`config.mk`:
```
export PLATFORM = sky130hd
export DESIGN_NAME = alu64bit
export DESIGN_NICKNAME = d
export VERILOG_FILES = /design/src/rtl/alu64bit.sv
export SDC_FILE = /design/constraint.sdc
export NUM_CORES = 1
export LEC_CHECK = 0
export ABC_AREA = 1
export CORE_MARGIN = 2
export CORE_UTILIZATION = 50
export CTS_CLUSTER_DIAMETER = 60
export CTS_CLUSTER_SIZE = 14
export DETAILED_ROUTE_END_ITERATION = 8
export PLACE_DENSITY = 0.84
export SLEW_MARGIN = 20
export SYNTH_ARGS = -nofsm -noshare
export SYNTH_HDL_FRONTEND = slang
export SYNTH_SLANG_ARGS = --single-unit
```
`constraint.sdc`:
```
create_clock -name clk -period 5.8 [get_ports clk]
set_input_delay 1.74 -clock clk [delete_from_list [all_inputs] [get_ports clk]]
set_output_delay 1.74 -clock clk [all_outputs]
set_load 0.02 [all_outputs]
```
`src/rtl/alu64bit.sv`:
```
// alu64bit: 64-bit four-function ALU (NOR, XOR, add, subtract form) built
// from a ripple chain of one-bit slices, with the result and carry-out
// captured in an asynchronously reset output register (1-cycle latency).

// One-bit ALU slice: computes this bit of the result and the carry onward.
module alu64bit_slice (
   input  logic       a,
   input  logic       b,
   input  logic       c,
   input  logic [1:0] op,
   output logic       s,
   output logic       co
);

   logic b_eff;
   logic arith;

   // Subtract form inverts b; the carry chain is only active for arithmetic.
   always_comb begin
      arith = op[1];
      b_eff = (op == 2'b11) ? ~b : b;
      s     = 1'b0;
      co    = 1'b0;
      case (op)
         2'b00: s = ~(a | b);
         2'b01: s = a ^ b;
         default: begin
            s  = a ^ b_eff ^ c;
            co = arith & ((a & b_eff) | (a & c) | (b_eff & c));
         end
      endcase
   end

endmodule

// Top level: 64 slices in a ripple chain, then the output register.
module alu64bit (
   input  logic        clk,
   input  logic        rst,
   input  logic        cin,
   input  logic [63:0] a,
   input  logic [63:0] b,
   input  logic [1:0]  op,
   output logic [63:0] s,
   output logic        cout
);

   // carry[i] feeds slice i; carry[64] is the carry out of slice 63.
   logic [64:0] carry;
   logic [63:0] s_next;
   logic        cout_next;
   logic [63:0] s_reg;
   logic        cout_reg;

   assign carry[0] = cin;

   genvar gi;
   generate
      for (gi = 0; gi < 64; gi = gi + 1) begin : g_slice
         alu64bit_slice u_slice (
            .a  (a[gi]),
            .b  (b[gi]),
            .c  (carry[gi]),
            .op (op),
            .s  (s_next[gi]),
            .co (carry[gi+1])
         );
      end
   endgenerate

   // Carry-out is meaningful only for the arithmetic ops; logic ops force 0.
   always_comb begin
      cout_next = op[1] ? carry[64] : 1'b0;
   end

   // Output register: reset clears immediately, otherwise load every edge.
   always_ff @(posedge clk or posedge rst) begin
      if (rst) begin
         s_reg    <= 64'h0;
         cout_reg <= 1'b0;
      end else begin
         s_reg    <= s_next;
         cout_reg <= cout_next;
      end
   end

   assign s    = s_reg;
   assign cout = cout_reg;

endmodule

```
* After elaboration in Yosys (flattened, before gate mapping)
Index checks and enable logic that the tools add are counted.
Operators by class: muxes and demuxes 193, reduce and logical (&&, ||, !) cells 2, bitwise gates (word level) 768, eq/ne operators 2
Operators by type and width (count):
- bitwise AND 1 bit | 256
- bitwise OR 1 bit | 192
- bitwise XOR 1 bit | 192
- two-way mux 1 bit | 129
- NOT 1 bit | 128
- case mux 1 bit (2 select lines) | 64
- equality test 2 x 1 -> 1 bit, second input constant | 1
- equality test 2 bit, second input constant | 1
- logical NOT 2 bit | 1
- OR reduction 2 bit | 1
Storage, ports and cells: input port bits 133, word-level logic and storage cells 967, bits in registers 65, output and inout bits 65

* Depth between registers and ports, before layout
word-level depth 323, depth in mapped cells 134

* Modules after synthesis
A second synthesis with hierarchy kept.
Unflattened totals: cells, all modules 1028, area, all modules 7323.3 um^2
Modules (own cells, without submodules):
- alu64bit_slice | sequential area each 0.0 um^2, area each 88.8 um^2, cells each 15, times used 64
- alu64bit | sequential area each 1626.6 um^2, area each 1637.8 um^2, cells each 68, times used 1

* Worst setup path after synthesis
No wires, ideal clock.
path type in2reg, from input op[1], to register s_reg[63] (netlist: s[63]), buffers on the path 2, stages on the path 134, data arrival time 43124 ps, library setup time 124 ps, slack -37448 ps, path through buf_2 -> nand2_4 -> buf_4 -> xor2_1 -> fa_1 -> nand2_1 -> fa_1 -> or2_2 -> fa_1 -> or2_2 -> fa_1 -> or2_2 -> fa_1 -> or2_2 -> fa_1 -> or2_2 -> fa_1 -> or2_2 -> [... 98 more ...] -> fa_1 -> or2_2 -> fa_1 -> or2_2 -> fa_1 -> or2_2 -> fa_1 -> or2_2 -> fa_1 -> or2_2 -> fa_1 -> or2_2 -> fa_1 -> or2_2 -> fa_1 -> inv_1 -> nand2_1 -> nand3_1
On the way: longest elaborated chain between the ends 319, elaborated cells on any way between the ends 511
Ends and longest elaborated chain:
- from (decl) | line 43 | input logic [1:0] op,
- equality test 2 bit | line 21 | b_eff = (op == 2'b11) ? ~b : b;
- two-way mux 1 bit | line 21
- bitwise AND 1 bit | line 29 | co = arith & ((a & b_eff) | (a & c) | (b_eff & c));
- bitwise OR 1 bit (2 in a row) | line 29
- bitwise AND 1 bit | line 29
- two-way mux 1 bit | line 24 | case (op)
- bitwise AND 1 bit | line 29
- bitwise OR 1 bit (2 in a row) | line 29
- [... 301 more ...]
- two-way mux 1 bit | line 24
- bitwise AND 1 bit | line 29
- bitwise OR 1 bit (2 in a row) | line 29
- bitwise AND 1 bit | line 29
- two-way mux 1 bit | line 24
- bitwise XOR 1 bit | line 28 | s = a ^ b_eff ^ c;
- case mux 1 bit (2 select lines) (*) | line 24
- named net g_slice[63].u_slice.s | line 11 | output logic s,
- to (signal assigned) | line 82 | s_reg <= s_next;
- to (decl) | line 52 | logic [63:0] s_reg;
Mark *: on every way through the listed nets, which the timed path passes. The rest lies on a longest branch.

* Final worst setup path
Ends and elaborated chain as after synthesis.

==> flow_summary.yaml <==
power:
  p_total_mw: 2.00
  power_density_nw_per_um2: 203
  ir_worst_vdd_mv: 0.131
  leakage_nw: 4.85
sta:
  period_needed_ns: 37.33
  timing.fmax_mhz: 26.8
  final_max_slew_viol_count: 0
  worst_pin_slew_ns: 0.824
  timing.final.crit_share: 6.44
  finalSetupViolations: 58
  fin_ws_ns: -31.53
  tns_ns: -938.38
  hold_violations: 0
  rsz0062_at_grt: "yes"
  relSlewSlack: 0.450
floorplan:
  die-area_um2: 14400
  coreArea_um2: 13200
  std_cell_rows: 42
  die_h_um: 120
  start_util: 0.512
  top_level_ports: 198
  die_w_um: 120
worst_setup_path:
  crit_path_max_incr_delay_ns: 0.52
  critPathRequiredTime_ns: 6.02
  cp_max_fo: 2
  start_kind: "input port"
  critPathCaptureType: "flop"
  path_class: "in -> reg"
  crit_path_top_delay_cell: "fa_2"
  critPathMostFrequentCell: "fa_2"
  cp.arrival_ns: 37.55
finish:
  multiInputGateArea_um2: 4550
  fin_util: 0.745
  largest_reg_flops: 64
  num_antenna_cells: 0
  area_growth_pct: 45.6
  seqCellArea_um2: 1630
  layout.nets: 1297
  postLayoutCellArea_um2: 9830
  drive_gt1_frac: 0.239
  nFillCells: 932
drt:
  wl_met1_um: 6910
  route.detailed.drc: 0
  finalWirelength_um: 16700
  first_pass_iters: 5
  topRoutingLayerUsed: "met4"
  wl_met2_um: 8640
  wl_met3_um: 857
  vias: 5796
  drtIter0Drc: 292
  antenna_left: 0
  vias_per_cell: 4.76
  wl_per_cell_um: 13.8
yosys:
  synthFlopType: "dfrtp_1"
  yosysMostFrequentCell: "inv_1"
  yosys_warnings: 0
  synth_cell_types: 15
  synth_common_cells: "inv_1 (192), nand2_1 (129), nand3_1 (128), dfrtp_1 (65)"
  synth_area_leaders: "dfrtp_1 (24%), fa_1 (19%), ha_1 (12%)"
  synth_edf_count: 0
  syn_avg_cell_area_um2: 8.31
  yosysSeqAreaShare: 0.241
  yosysTopAreaCellShare: 0.241
  ys_seq_elements: 65
  synth_cells: 812
  async_flop_share: 1.00
  synth_nets: 1073
  syn_area_um2: 6750
  yosysTopAreaCell: "dfrtp_1"
global_route:
  grt_overflow: 0
  track_usage: 0.244
  grt_pass1_wl_um: 27900
  antenna_found_initial: 0
  grt_max_degree: 75
  grt_pass1_vias: 5932
placement:
  pre_cts_slack_ns: -32.27
  io_buffers: 197
  dpl_cell_area_um2: 9470
  gp_routability_congestion: 0.870
  dp.final_hpwl_um: 12400
cts:
  holdBufCountCts: 0
  clk_pin_slew_ns: 0.06
  postCtsSetupRepairBufs: 0
  cts-root-buf: "clkbuf_16"
  cts_buffer_depth: 2
  htreeDepth: 3
  cts_buffers: 9
  cts.sinks: 65
  cts_tree: "built"
status:
  run_status: "finished, violations left"
  violations: "negative setup slack"
hold_path:
  min_path_type: "in -> async"
run:
  drv_cap: 0
==> kinds of logic (layout without fill, tap and decap cells) <==
group,after synthesis,after routing,share of synthesized area
and+or+nand+nor,322,322,0.228
buffers and inverters,233,462,0.140
adders and majority gates,128,128,0.308
DFF,65,65,0.241
xor gates and xnor gates,64,64,0.0830
==> routing by layer <==
layer  track usage  vias to the layer above
li1              -                     2853
met1         0.296                     2758
met2         0.436                      161
met3        0.0387                       24
met4        0.0956                        0
met5             0                        -
==> where the power goes <==
group          switching (mW)  leakage (nW)  internal [mW]
Combinational           0.435          3.90          0.434
Sequential             0.0234         0.797          0.528
Clock                   0.207         0.153          0.368
Total                   0.666          4.85           1.33
==> placed cells by master (no fill, tap or decap) <==
cell	instances
buf_4	56
buf_6	2
buf_8	1
bufinv_16	1
clkbuf_1	2
clkbuf_16	9
clkbuf_8	3
clkdlybuf4s50_1	191
clkinv_2	2
dfrtp_1	65
dlygate4sd2_1	3
fa_2	64
ha_1	64
inv_1	153
inv_2	37
inv_4	2
nand2_1	128
nand2_2	1
nand2_8	1
nand3_1	122
nand3_2	6
nor2_1	1
nor2_4	1
or2_4	62
xor2_1	63
xor2_2	1
==> metrics by stage <==
| stage | hold WS [ns] | cells |
|---|---|---|
| 3_5_place_dp | 2.24 | 1201 |
| 6_report | 1.86 | 1217 |
| 2_1_floorplan | 1.93 | 812 |
| 5_1_grt | 1.95 | 1217 |
| 3_3_place_gp | 2.24 | 1201 |
| 4_1_cts | 1.89 | 1217 |
==> worst max-delay path: cells and delay by family <==
family / cells / cell delay [ns]
fa+ha+maj: 64 / 20.81
simple gates: 66 / 14.63
buf+inv: 2 / 0.15
xor+xnor: 1 / 0.15
==> how the worst max path moves through the flow <==
| stage | start | end | slack (ns) |
|---|---|---|---|
| 3_3_place_gp | b[0] | s[63]$_DFF_PP0_ | -31.78 |
| 2_1_floorplan | op[1] | s[63]$_DFF_PP0_ | -31.10 |
| 5_1_grt | op[1] | s[63]$_DFF_PP0_ | -32.36 |
| 3_5_place_dp | b[0] | s[63]$_DFF_PP0_ | -32.27 |
| 4_1_cts | op[1] | s[63]$_DFF_PP0_ | -31.63 |
| 6_report | op[1] | s[63]$_DFF_PP0_ | -31.53 |
==> area by class of cell <==
| cell class | instances | share of cell area |
|---|---|---|
| sequential | 65 | 0.165 |
| timing repair buffer | 253 | 0.244 |
| clock inverter | 2 | 0.00356 |
| tap | 176 | 0.0224 |
| inverter | 193 | 0.0743 |
| multi-input combinational | 514 | 0.463 |
| clock buffer | 14 | 0.0279 |
==> repair_timing <==
item / CTS / global route
hold endpoints to repair: 0 / 0
endpoints found under the setup margin: 59 / 58
gates resized for setup: 22 / 38
pin swaps: 4 / 16
Power figures use the tool's default switching activity.
